## src/rtl/flappy_game_ctrl.sv

```systemverilog
// Flappy Bird game-logic core: flap detection, bird physics,
// pipe/ground collision, BCD score and session best score.
module flappy_game_ctrl #(
    parameter int          SCREEN_H    = 480,
    parameter int          BIRD_Y0     = 232,
    parameter int          BIRD_H      = 16,
    parameter int          GRAVITY     = 1,
    parameter int          FLAP_VEL    = -8,
    parameter int          VMAX        = 8,
    parameter logic [4:0]  FLAP_KEY    = 5'h10,
    parameter int          DEAD_FRAMES = 32
) (
    input  logic        clk,
    input  logic        rstn,
    input  logic        frame_tick,
    input  logic        key_ready,
    input  logic [4:0]  key_code,
    input  logic        pipe_at_bird,
    input  logic [9:0]  gap_top,
    input  logic [9:0]  gap_bot,
    input  logic        pipe_pass,
    output logic [1:0]  state,
    output logic [9:0]  bird_y,
    output logic [7:0]  bird_vel,
    output logic [15:0] score_bcd,
    output logic [15:0] best_bcd
);

    typedef enum logic [1:0] {
        S_WAIT = 2'd0,
        S_FLY  = 2'd1,
        S_DEAD = 2'd2
    } state_t;

    localparam int CNT_W = $clog2(DEAD_FRAMES + 1);

    localparam logic [9:0]         Y0    = 10'(BIRD_Y0);
    localparam logic [9:0]         Y_GND = 10'(SCREEN_H - BIRD_H);
    localparam logic signed [11:0] SH12  = 12'(SCREEN_H);
    localparam logic signed [11:0] BH12  = 12'(BIRD_H);
    localparam logic signed [8:0]  GR9   = 9'(GRAVITY);
    localparam logic signed [8:0]  VMAX9 = 9'(VMAX);
    localparam logic signed [7:0]  VMAX8 = 8'(VMAX);
    localparam logic signed [7:0]  FV8   = 8'(FLAP_VEL);
    localparam logic [CNT_W-1:0]   DF    = CNT_W'(DEAD_FRAMES);

    state_t            st_q, st_n;
    logic              key_q;
    logic              pend_q, pend_n;
    logic [9:0]        y_q, y_n;
    logic signed [7:0] v_q, v_n;
    logic [15:0]       score_q, score_n;
    logic [15:0]       best_q, best_n;
    logic [CNT_W-1:0]  cnt_q, cnt_n;

    logic              flap_edge;
    logic [15:0]       score_inc;
    logic [15:0]       score_fly;
    logic signed [8:0] v_add;
    logic signed [7:0] v_fly;
    logic signed [7:0] v_c;
    logic signed [11:0] y_raw;
    logic signed [11:0] y_c;
    logic              ground;
    logic              hit;

    function automatic logic [15:0] bcd_inc(input logic [15:0] s);
        logic [15:0] r;
        logic        c;
        r = s;
        c = 1'b1;
        if (s == 16'h9999) begin
            return s;
        end
        for (int i = 0; i < 4; i++) begin
            if (c) begin
                if (r[4*i +: 4] == 4'd9) begin
                    r[4*i +: 4] = 4'd0;
                end else begin
                    r[4*i +: 4] = r[4*i +: 4] + 4'd1;
                    c = 1'b0;
                end
            end
        end
        return r;
    endfunction

    assign flap_edge = key_ready && !key_q && (key_code == FLAP_KEY);
    assign score_inc = bcd_inc(score_q);
    assign score_fly = pipe_pass ? score_inc : score_q;

    // Frame physics; y is carried in 12-bit signed so ceiling underflow is visible
    assign v_add  = {v_q[7], v_q} + GR9;
    assign v_fly  = pend_q ? FV8 : ((v_add > VMAX9) ? VMAX8 : v_add[7:0]);
    assign y_raw  = $signed({2'b00, y_q}) + $signed({{4{v_fly[7]}}, v_fly});
    assign y_c    = y_raw[11] ? 12'sd0 : y_raw;
    assign v_c    = y_raw[11] ? 8'sd0 : v_fly;
    assign ground = (y_c + BH12) >= SH12;
    assign hit    = pipe_at_bird &&
                    ((y_c < $signed({2'b00, gap_top})) ||
                     ((y_c + BH12) > $signed({2'b00, gap_bot})));

    always_comb begin
        st_n    = st_q;
        pend_n  = pend_q;
        y_n     = y_q;
        v_n     = v_q;
        score_n = score_q;
        best_n  = best_q;
        cnt_n   = cnt_q;
        unique case (st_q)
            S_WAIT: begin
                y_n = Y0;
                v_n = 8'sd0;
                if (flap_edge) begin
                    st_n   = S_FLY;
                    pend_n = 1'b1;
                end
            end
            S_FLY: begin
                score_n = score_fly;
                pend_n  = pend_q | flap_edge;
                if (frame_tick) begin
                    if (pend_q) begin
                        pend_n = flap_edge;
                    end
                    y_n = y_c[9:0];
                    v_n = v_c;
                    if (ground || hit) begin
                        if (ground) begin
                            y_n = Y_GND;
                        end
                        st_n   = S_DEAD;
                        pend_n = 1'b0;
                        cnt_n  = '0;
                        if (score_fly > best_q) begin
                            best_n = score_fly;
                        end
                    end
                end
            end
            S_DEAD: begin
                pend_n = 1'b0;
                if (frame_tick && cnt_q < DF) begin
                    cnt_n = cnt_q + 1'b1;
                end
                if (flap_edge && cnt_q == DF) begin
                    st_n    = S_WAIT;
                    score_n = 16'h0000;
                    y_n     = Y0;
                    v_n     = 8'sd0;
                end
            end
            default: begin
                st_n   = S_WAIT;
                pend_n = 1'b0;
            end
        endcase
    end

    always_ff @(posedge clk or negedge rstn) begin
        if (!rstn) begin
            st_q    <= S_WAIT;
            key_q   <= 1'b0;
            pend_q  <= 1'b0;
            y_q     <= Y0;
            v_q     <= 8'sd0;
            score_q <= 16'h0000;
            best_q  <= 16'h0000;
            cnt_q   <= '0;
        end else begin
            st_q    <= st_n;
            key_q   <= key_ready;
            pend_q  <= pend_n;
            y_q     <= y_n;
            v_q     <= v_n;
            score_q <= score_n;
            best_q  <= best_n;
            cnt_q   <= cnt_n;
        end
    end

    assign state     = st_q;
    assign bird_y    = y_q;
    assign bird_vel  = v_q;
    assign score_bcd = score_q;
    assign best_bcd  = best_q;

endmodule
```

## config.mk

```make
export PLATFORM = sky130hd
export DESIGN_NAME = flappy_game_ctrl
export DESIGN_NICKNAME = d
export VERILOG_FILES = /design/src/rtl/flappy_game_ctrl.sv
export SDC_FILE = /design/constraint.sdc
export NUM_CORES = 1
export LEC_CHECK = 0
export CAP_MARGIN = 10
export CORE_ASPECT_RATIO = 0.6
export CORE_MARGIN = 3
export CORE_UTILIZATION = 59
export DETAILED_ROUTE_END_ITERATION = 8
export HOLD_SLACK_MARGIN = 0.05
export PLACE_DENSITY = 0.84
export SYNTH_ARGS = -nofsm -noshare
export SYNTH_HDL_FRONTEND = slang
export SYNTH_SLANG_ARGS = --single-unit
```

## constraint.sdc

```tcl
create_clock -name clk -period 15.9 [get_ports clk]
set_input_delay 2.385 -clock clk [delete_from_list [all_inputs] [get_ports clk]]
set_output_delay 2.385 -clock clk [all_outputs]
set_load 0.05 [all_outputs]
```

# Word-level counts from Yosys, hierarchy flattened
# Cells that the tools add are included.
dict set report op_classes {
  mux 47
  n_reduce_logical 16
  magnitude_cmp 6
  bitwise_logic 1
  add_sub_neg 8
  eq_ne 14
}
# op n
set op_table {}
lappend op_table {{two-way mux 16 bit} 4}
lappend op_table {{two-way mux 10 bit} 4}
lappend op_table {{two-way mux 8 bit} 5}
lappend op_table {{case mux 16 bit (2 select lines)} 1}
lappend op_table {{case mux 10 bit (3 select lines)} 1}
lappend op_table {{two-way mux 4 bit} 7}
lappend op_table {{case mux 8 bit (3 select lines)} 1}
lappend op_table {{two-way mux 6 bit} 3}
lappend op_table {{adder 4 x 1 -> 4 bit (second input constant)} 4}
lappend op_table {{equality test 16 bit (second input constant)} 1}
lappend op_table {{equality test 4 bit (second input constant)} 4}
lappend op_table {{> comparator 16 bit} 1}
lappend op_table {{two-way mux 1 bit} 13}
lappend op_table {{adder 11 x 5 -> 12 bit (second input constant)} 1}
lappend op_table {{adder 11 x 8 -> 12 bit} 1}
lappend op_table {{greater-or-equal comparator 12 x 10 -> 1 bit (second input constant)} 1}
lappend op_table {{> comparator 12 x 11 -> 1 bit} 1}
lappend op_table {{case mux 6 bit (2 select lines)} 1}
lappend op_table {{AND reduction 4 bit} 3}
lappend op_table {{less-than comparator 11 x 10 -> 1 bit} 1}
lappend op_table {{two-way mux 11 bit} 1}
lappend op_table {{inequality test 2 bit (second input constant)} 5}
lappend op_table {{adder 8 x 2 -> 9 bit (second input constant)} 1}
lappend op_table {{> comparator 9 x 5 -> 1 bit (second input constant)} 1}
lappend op_table {{other kinds (18)} 26}
dict set report totals {
  elab_cells 100
  output_inout_bits 52
  register_bits 60
  inputBits 31
}

# Longest topological paths before layout
dict set report depth {
  ltp_word 14
  depth_mapped 37
  mapped_depth_nobuf 34
}

# Worst setup path before layout
# No wires, ideal clock.
dict set report synth_path {
  kind {reg-to-reg}
  startpoint {reg v_q[0] (netlist: bird_vel[0])}
  endpoint {reg best_q[10] (netlist: best_bcd[10])}
  t_required_ns 15.775
  synth_period_minus_slack_ns 7.729
  stages_incl_launch_ff 36
  setup_time_ns 0.125
  path_slack_ns 8.171
  path_buffers 3
  t_arrival_ns 7.604
  path_cell_list {dfrtp_1 -> ha_1 -> clkbuf_1 -> nand2b_1 -> a31oi_1 -> nor2_1 -> a31oi_1 -> or3_1 -> a21oi_1 -> and2_1 -> ha_1 -> a211oi_2 -> nor2_1 -> o32a_1 -> a21oi_1 -> nor2_1 -> o21ai_0 -> nand2b_1 -> ha_1 -> buf_4 -> nor3b_1 -> a311o_1 -> or3b_4 -> and3_1 -> a31oi_1 -> nor2_1 -> ha_1 -> nand2_1 -> nor4_1 -> a31oi_1 -> nor4_1 -> mux2i_1 -> and2_1 -> o311ai_4 -> buf_8 -> mux2_4}
}
dict set report synth_via {
  elab_chain_len 12
  elab_cells_between_ends 14
  cone_classes {add/sub: 3; order compare: 4; mux: 3; reduce/logical: 4}
}
# item line_no
set synth_rtl {}
lappend synth_rtl {{from (decl)} 51} ;# logic signed [7:0] v_q, v_n;
lappend synth_rtl {{from (signal assigned)} 176} ;# v_q <= v_n;
lappend synth_rtl {{adder 8 x 2 -> 9 bit (*)} 93} ;# assign v_add = {v_q[7], v_q} + GR9;
lappend synth_rtl {{> comparator 9 x 5 -> 1 bit} 94} ;# assign v_fly = pend_q ? FV8 : ((v_add > VMAX9) ? VMAX8 : v_add[7:0]);
lappend synth_rtl {{two-way mux 8 bit (*) (2 in a row)} 94}
lappend synth_rtl {{adder 11 x 8 -> 12 bit (*)} 95} ;# assign y_raw = $signed({2'b00, y_q}) + $signed({{4{v_fly[7]}}, v_fly});
lappend synth_rtl {{two-way mux 11 bit (*)} 96} ;# assign y_c = y_raw[11] ? 12'sd0 : y_raw;
lappend synth_rtl {{adder 11 x 5 -> 12 bit} {98, 101}}
lappend synth_rtl {{> comparator 12 x 11 -> 1 bit} 101} ;# ((y_c + BH12) > $signed({2'b00, gap_bot})));
lappend synth_rtl {{logical OR 1 bit} 100} ;# ((y_c < $signed({2'b00, gap_top})) ||
lappend synth_rtl {{logical AND 1 bit} 99} ;# assign hit = pipe_at_bird &&
lappend synth_rtl {{logical OR 1 bit (*)} 129} ;# if (ground || hit) begin
lappend synth_rtl {{AND reduction 4 bit (no line) (*)} -}
lappend synth_rtl {{to (signal assigned)} 178} ;# best_q <= best_n;
lappend synth_rtl {{to (decl)} 53} ;# logic [15:0] best_q, best_n;
# Every way passes the cells marked *; elsewhere a longest branch is shown, timed or not.
# A chain may end at the register's enable or synchronous reset.

# Worst setup path in the final report
dict set report layout_path {
  startpoint {reg v_q[0] (netlist: bird_vel[0])}
  endpoint {reg best_q[5] (netlist: best_bcd[5])}
}
# The elaborated chain is that of the path after synthesis.

==> key figures <==
Finish
  – Fill cell count: 567
  – Ant diodes: 0
  – Design Area, Final: slightly above 0.006 sq mm
  – Layout cell share with drive strength beyond 1: between 8 and 9%
  – Nets: 717
  – Area Growth Syn to Fin: 23.5%
  – Finished Layout Cells: ~750

Route
  – DRC: 0
  – Drt pass-1 iters: 5
  – Final WL: 14800 microns
  – Antenna viol nets, final: 0
  – Drt initial violations: between 400 and 500
  – WL per Instance: 19.9 microns
  – Post-DR vias/cell: 6.32
  – Vias: 4708

Power
  – Tot Pwr: 0.709 mW
  – Sw frac: 41.0%
  – Pint: 0.418 mW
  – Flop pwr share: 27.0%
  – PD cells: 115 mW/mm^2
  – Worst VDD drop: 0.0000905 V
  – Clock share of power: roughly 28%
  – Leakage: about 2.9 nW
  – Psw: about 0.29 mW
  – Gate power share: 44.8%

Synth
  – Avg Synthesized Cell Area: 9.00 sq um
  – EDFF count, synth: 0
  – Prevailing post-synth register cell: dfrtp_1
  – Post-Synth Adder-Cell Area: around 14%
  – Yosys Warn Count: 0
  – Async S/R FF share, synth: 100%
  – Simple-gate area share of the yosys netlist: between 10% and 20%
  – Leading area contributor after synthesis: dfrtp_1
  – Most common cell in the netlist: dfrtp_1
  – Main combinational cell family by area after synthesis: compound AO/OA/AOI/OAI gates
  – Mapped Area: roughly 0.005 sq mm
  – Number of synthesized register bits: 60
  – Post-synth top area share: 28.0%
  – Mapped Cells: around 560
  – Seq/Total Area, Yosys: about 30%
  – Netlist cell types: just over 70
  – Post-synthesis net count: 641
  – Mux contribution to synthesized area: 6.07%
  – Dominant cells by area after synthesis: dfrtp_1, ha_1, inv_1
  – Commonest cells in the netlist: dfrtp_1, inv_1, ha_1, nand2_1, nor2_1
  – Synth Area in XOR/XNOR: approximately 4.2%
  – Synth Area in Compound Gates: between 20% and 30%

STA
  – Max Slew Vio Count: 0
  – Setup violations, final: 0
  – RSZ-0062 raised after global routing: false
  – Clock skew: ~5.1 ps
  – Relative slew margins: 23.8%
  – Least-Margin Pin Slew: 1140 ps
  – Min Tclk post-route: about 9200 ps
  – Max Freq: 109 MHz
  – Sum Neg Setup Slack: 0 ps
  – Post-route clock period utilization: just under 60%
  – Endpoints failing hold: 0
  – Worst hold margin: 485 ps

Status
  – Status: finished, final reports clean

Placed design
  – Area after DPL: about 0.0059 sq mm
  – Placed Cells: ~730
  – DP HPWL: approximately 11000 microns
  – I/O Buffers: 82
  – Routability cong.: a little over 0.9

Clocking
  – TritonCTS buffer count: 9
  – Clock Latency Late Sink: ~330 ps
  – Root Buffer: clkbuf_16
  – H-tree levels: 3
  – Post-cts resize count: 0
  – Register clock-pin slew on the reported worst setup and hold paths: ~50 ps
  – Sink Count: 60
  – CTS tree: built
  – Hold Buf Count CTS: 0
  – Setup bufs post-CTS: 0
  – CTS max path bufs: 2

Worst setup path
  – Critical Path Slowest Stage Cell: o311ai_4
  – FF-to-FF Start: bird_vel[0]$_DFFE_PN0P_
  – CP startpoint: bird_vel[0]$_DFFE_PN0P_
  – Crit path top cell by count: ha_1
  – Max incr delay on CP: approximately 970 ps
  – Crit path launch type: flip-flop
  – Crit. End Element: flip-flop
  – Worst Path Max Fanout: 20
  – Worst setup path class: reg2reg
  – Data required time of the worst path: 16110 ps
  – Arrival time at the worst endpoint: about 9400 ps

Floorplanning
  – Initial core utilization: ~62%
  – Die area: 0.00966 sq mm
  – I/O pins: a little over 80
  – Row count: 25
  – Core footprint: 0.00807 sq mm
  – Die W: approximately 120 microns
  – Die Span Y: about 77 microns

Min path
  – HP Class: reg2reg
  – Hold Startpoint: bird_y[5]$_DFFE_PN1P_

Job
  – Max_cap viols: 0

Global route
  – First-pass GRT wire length: between 20000 and 25000 microns
  – GRT overflow: 0
  – Initial antenna violation count: 1
  – Overall routing resource usage: a little under a third
  – Vias in the first global route: 4505
  – Largest net degree at the start of global routing: 61
==> sequential cells by signal, summed over array words and instances, names as in the netlist <==
register / flops
bird_y: 10
bird_vel: 8
cnt_q: 6
score_bcd: 16
best_bcd: 16
state: 2
key_q: 1
pend_q: 1
==> cell usage in the layout (no fill, tap or decap), types with 5 or more instances in the layout <==
cell type	instances
a31oi_1	10
and3_1	10
mux2_2	8
nor2_1	34
clkdlybuf4s50_1	81
nor3_1	11
mux2i_1	5
a21oi_1	25
dfrtp_1	56
o2111ai_1	6
o21ai_0	32
xor2_1	7
nand2b_1	11
o21a_1	9
nand4_1	13
nor2b_1	8
clkbuf_16	9
mux2_4	10
and2_1	7
a21o_1	10
inv_1	54
xnor2_1	17
a22o_1	18
nand2_1	44
ha_1	53
==> worst max-delay path, delay by kind of cell (launching register included) <==
family | cells | cell delay (ps)
multiplexers | 2 | 560
flip-flops | 1 | 510
AO/OA/AOI/OAI | 13 | 3380
adder cells (fa/ha/maj) | 5 | 2010
AND/OR/NAND/NOR | 11 | 2180
XOR/XNOR | 1 | 470
==> through the flow <==
| stage | worst slack (ps) | util [%] |
|---|---|---|
| after floorplan | 8170 | - |
| after global placement | 7310 | 72.8 |
| after detailed placement | 6930 | 72.8 |
| after CTS | 6880 | 76.5 |
| after global routing | 6120 | 76.6 |
| final | 6690 | 76.6 |
==> worst paths after layout <==
path | slack (ps) | depth (start not counted) | end
setup / recovery | 6690 | 32 | best_bcd[5]$_DFFE_PN0P_
hold / removal | 490 | 2 | bird_y[5]$_DFFE_PN1P_
setup reg to reg | 6690 | 32 | best_bcd[5]$_DFFE_PN0P_
hold reg to reg | 490 | 2 | bird_y[5]$_DFFE_PN1P_
max in group asynchronous | 13160 | 2 | cnt_q[5]$_DFFE_PN0P_
min in group asynchronous | 2220 | 2 | score_bcd[9]$_DFFE_PN0P_
==> routing by layer <==
layer | vias to the layer above | share of wire [%] | routed length, microns | GRT usage (%)
li1 | 2184 | - | - | -
met1 | 2237 | 46 | 6900 | 46.5
met2 | 258 | 40 | 5950 | 43.3
met3 | 27 | 12 | 1760 | 10.3
met4 | 2 | 1.5 | 218 | 7.79
met5 | - | 0.088 | 13 | 0
==> logic make-up after synthesis <==
logic type	after synthesis
AND/OR/NAND/NOR	171
AO/OA/AOI/OAI	149
multiplexers	24
adder cells (fa/ha/maj)	54
flip-flops	60
XOR/XNOR	24
buffers and inverters	74
==> power groups by stage <==
stage               logic, mW  registers, mW  clock network (mW)
finish                  0.318          0.192               0.200
global route            0.346          0.194               0.209
CTS                     0.310          0.190               0.201
detailed placement      0.307          0.192                   0
global placement        0.298          0.191                   0
floorplan               0.188          0.221                   0
==> cell type report <==
type | instances | area, sq um | area share (%)
well taps | 108 | 135 | 2.18
multi-input cells | 422 | 3200 | 51.7
clock inverters | 2 | 35.0 | 0.566
repair buffers | 85 | 842 | 13.6
clock buffers | 14 | 264 | 4.27
flip-flops and latches | 60 | 1510 | 24.4
inverters | 54 | 203 | 3.28
Power figures use the tool's default switching activity.
==> patch 1 (config.mk and constraints unchanged) <==
`DEAD_FRAMES`: 32 -> 16.
--- a/src/rtl/flappy_game_ctrl.sv
+++ b/src/rtl/flappy_game_ctrl.sv
@@ -8,7 +8,7 @@
     parameter int          FLAP_VEL    = -8,
     parameter int          VMAX        = 8,
     parameter logic [4:0]  FLAP_KEY    = 5'h10,
-    parameter int          DEAD_FRAMES = 32
+    parameter int          DEAD_FRAMES = 16
 ) (
     input  logic        clk,
     input  logic        rstn,
Function: no difference found for any inputs over 4 cycles, from zero or initial values and one cycle with rstn low; that may be too few to reach the edited logic, so the function may still have changed.
==> patch 1 against the unedited design <==
Routed wire length fell by 5.0%. Sequential cell count fell by 1. Synthesized area fell by 2.6%. Power fell by 3.6%. Sequential power fell by 5%. Worst setup slack improved by 790 ps. Fmax rose by 9.4%. Cell area fell by 2.0%.
==> patch 1: results (changes against the unedited design) <==
- Clk Latency, worst-skew pair: 330 ps (about the same)
- Post-synthesis sequential area ratio: 30.37% (+0.28 points)
- Fin nets: 699 (-2.5%)
- Largest net degree at the start of global routing: 60 (-1.6%)
- Num CTS Buffers: 9 (unchanged)
- First-pass GRT wire length: 22800 µm (-4.9%)
- 1st-pass router iterations: 5 (unchanged)
- Initial antenna violation count: 0 (-1)
- Crit Path Max Fanout: 19 (-5.0%)
- Placer Congestion: 1.008 (+11%)
- Cell with the largest stage delay on the worst path: a21bo_1
- Ys async rst share: 100.0% (unchanged)
- R2r endpoint: best_bcd[2]
- Hold path start: best_bcd[5]
- Clk slew on worst S/H paths: 50 ps (about the same)
- Status: complete, no violations
- HP Class: reg2reg
- Post-Syn Nets: 616 (-3.9%)
- H-tree levels: 3 (unchanged)
- Critical path's top delay family: compound AO/OA/AOI/OAI gates
- Post-Route WL: 14100 µm (-5.0%)
- Min-Delay Endpoint: best_bcd[5]
- Vias in the first global route: 4332 (-3.8%)
- Violation count after the first detailed-routing iteration: 568 (+21%)
- Clk_skew: 4.682 ps (-0.4239 ps)
- Slowest stage delay, CP: 730 ps (-240 ps)
- Slew Limit Headroom: 37.97% (+14 points)
- Placement Cell Area: 0.005746 mm² (-2.2%)
- Synth warn: 0 (unchanged)
- Share of cells above drive strength 1: 10.34% (+2.2 points)
- Post-CTS Setup Repair Bufs: 0 (unchanged)
- Top cells by count, synth: 55 x dfrtp_1, 53 x ha_1, 51 x inv_1
- Post-synth top flop: dfrtp_1
- Post-DP HPWL: 10390 µm (-6.8%)
- VDD IR max: 61.52 µV (-32%)
- Vias: 4574 (-2.8%)
- Static Leakage: 2.805 nW (-2.4%)
- GRT Total Usage: 30.85% (-0.28 points)
- Netlist cell types: 82 (+15%)
- Worst Setup SP: bird_vel[4]
- Worst Path Arrival: 8630 ps (-800 ps)
- Fill count: 516 (-9.0%)
- R2R setup slack: 7480 ps (+790 ps)
- Main area contributors after synthesis: dfrtp_1 28%, ha_1 14%, inv_1 3.9%, a22o_1 3.4%, mux2_4 3.1%
- PortBufs: 82 (unchanged)
- Reg2reg path depth: 30 (-6.3%)
- CTS root buffer: clkbuf_16
- Hold path depth: 1 (-1)
-- patch 1: kinds of logic (layout without fill, tap and decap cells) --
kind of cell             Yosys count  after routing  share of synthesized area, %
buffers and inverters             64            152                         5.977
multiplexers                      19             19                         5.131
AO/OA/AOI/OAI                    146            146                         22.06
adder cells (fa/ha/maj)           54             54                         14.01
AND/OR/NAND/NOR                  165            165                         18.14
flip-flops                        59             59                         30.37
XOR/XNOR                          24             24                         4.310
-- patch 1: final cells by class --
| cell class | instances | area [µm²] | area share, % |
|---|---|---|---|
| sequential | 59 | 1481 | 24.45 |
| clock buffer | 12 | 266.5 | 4.398 |
| multi-input combinational | 408 | 3104 | 51.23 |
| timing repair buffer | 85 | 838.3 | 13.83 |
| tap | 104 | 130.1 | 2.147 |
| clock inverter | 4 | 47.55 | 0.7846 |
| inverter | 51 | 191.4 | 3.159 |
-- patch 1: worst reg2reg max path, delay by kind of cell (launching register included) --
kind / cells / cell delay (ps)
adders and majority gates: 4 / 1510
muxes: 1 / 430
AOI/OAI and AO/OA: 12 / 3060
DFF: 1 / 470
xor gates and xnor gates: 1 / 150
and+or+nand+nor: 12 / 2690
-- patch 1: worst max-delay path by stage --
stage	endpoint	slack [ps]
finish	best_bcd[2]	7480
global route	best_bcd[2]	7070
CTS	best_bcd[2]	7620
detailed placement	best_bcd[2]	7730
global placement	best_bcd[1]	8130
floorplan	best_bcd[10]	8860
-- patch 1: stage by stage --
step	util, %	cells	setup WS [ps]	power (mW)	hold slack [ps]
floorplan	-	531	8863	0.3894	489.5
global route	79.45	723	7068	0.7208	552.3
finish	79.45	723	7477	0.6839	534.9
detailed placement	75.33	707	7726	0.4699	522.8
CTS	79.45	723	7620	0.6761	534.3
global placement	75.33	707	8127	0.4613	515.6
-- patch 1: layer usage --
layer	global-route usage (%)	share of wire (%)
met2	41.68	41
met3	11.65	11
met4	6.740	1.7
met5	0	0
met1	46.30	46
-- patch 1: power by group --
part / switching (mW) / internal [mW] / leakage [nW] / total (mW)
registers: 0.0192 / 0.163 / 0.796 / 0.182
clock network: 0.0722 / 0.134 / 0.155 / 0.206
logic: 0.179 / 0.118 / 1.85 / 0.297
==> patch 2 (same settings) <==
Made on the original files. Reset style: synchronous (`rstn`), changed in one clocked block.
--- a/src/rtl/flappy_game_ctrl.sv
+++ b/src/rtl/flappy_game_ctrl.sv
@@ -158,7 +158,7 @@
         endcase
     end
 
-    always_ff @(posedge clk or negedge rstn) begin
+    always_ff @(posedge clk) begin
         if (!rstn) begin
             st_q    <= S_WAIT;
             key_q   <= 1'b0;
Behaviour: differs if rstn is asserted again (counterexample within 4 cycles, from zero or initial values and one cycle with rstn low); with rstn held inactive, the same outputs for 4 cycles.
==> patch 2 against the unedited design <==
Synthesized area fell by 0.65%. Non-clock buffer count did not move. Routed wire length fell by 4.0%. Worst setup slack improved by 290 ps. Cell area fell by 1.4%. Critical path depth rose by 3. Sequential cell count did not move.
Power is not compared: it rests on default switching activity, and its combinational part moved more than twofold at a synthesized area within 25%.
==> patch 2: results (changes against the unedited design) <==
- Min-Delay Endpoint: best_bcd[8]
- Synth Area in XOR/XNOR: 4.050% (-0.15 points)
- Mux cell area share after synthesis: 3.975% (-2.1 points)
- Period utilisation layout: 56.13% (-1.8 points)
- Violation count after the first detailed-routing iteration: 694 (+48%)
- Slowest stage delay, CP: 1030 ps (+60 ps)
- Adder-cell area share of the yosys netlist: 13.74% (+0.089 points)
- Fin nets: 774 (+7.9%)
- Crit Path Max Fanout: 16 (-20%)
- Synth-to-Final Area Change: 22.62%
- WHS: 473.1 ps (-12.09 ps)
- HP Class: reg2reg
- Placer Congestion: 1.016 (+12%)
- Placement Cell Area: 0.005828 mm² (-0.79%)
- Clk_skew: 7.061 ps (+1.955 ps)
- Ys async rst share: 0% (-100 points)
- Cell with the largest stage delay on the worst path: a211oi_4
- Non-Filler Instances: 801 (+7.5%)
- WL per Instance: 17.79 µm (-11%)
- Fill count: 587 (+3.5%)
- GRT Total Usage: 29.73% (-1.4 points)
- Compound-Gate Fraction of Synth Area: 22.64% (+0.92 points)
- R2r endpoint: best_bcd[0]
- Top cells by count, synth: 66 x nand2_1, 60 x dfxtp_1, 54 x inv_1
- R2R setup slack: 6980 ps (+290 ps)
- Initial antenna violation count: 0 (-1)
- Cell count after placement: 786 (+8.0%)
- Post-Syn Nets: 702 (+9.5%)
- Vias in the first global route: 4820 (+7.0%)
- Reg-to-Reg Start: bird_vel[0]
- Slew Limit Headroom: 18.96% (-4.8 points)
- First-pass GRT wire length: 23740 µm (-0.98%)
- Main area contributors after synthesis: dfxtp_1 24%, ha_1 13%, nand2_1 5.0%, nor2b_1 4.3%, inv_1 4.1%
- Share of cells above drive strength 1: 5.628% (-2.5 points)
- Status: complete, no violations
- Largest net degree at the start of global routing: 79 (+30%)
- Vias/cell: 6.242 (-1.2%)
- Reg2reg path depth: 35 (+9.4%)
- Post-DP HPWL: 10480 µm (-6.0%)
- Hold path start: best_bcd[8]
- Netlist cell types: 74 (+4.2%)
[patch 2: worst max path at each step]
stage / start / end
3_5_place_dp: bird_vel[0] / best_bcd[0]
6_report: bird_vel[0] / best_bcd[0]
4_1_cts: bird_vel[0] / best_bcd[0]
5_1_grt: bird_vel[0] / best_bcd[0]
2_1_floorplan: bird_vel[0] / best_bcd[0]
3_3_place_gp: bird_vel[0] / best_bcd[0]
[patch 2: cell type report]
class | instances | area share, %
tap | 108 | 2.216
clock buffer | 13 | 4.268
multi-input combinational | 479 | 56.59
timing repair buffer | 85 | 13.75
clock inverter | 2 | 0.1641
inverter | 54 | 3.324
sequential | 60 | 19.70
[patch 2: per-layer routing]
layer	vias to the layer above	wire length [µm]	GRT usage [%]
met3	28	1404	8.977
met4	0	140	5.361
li1	2350	-	-
met1	2357	6609	41.72
met2	265	6094	45.53
met5	-	0	0
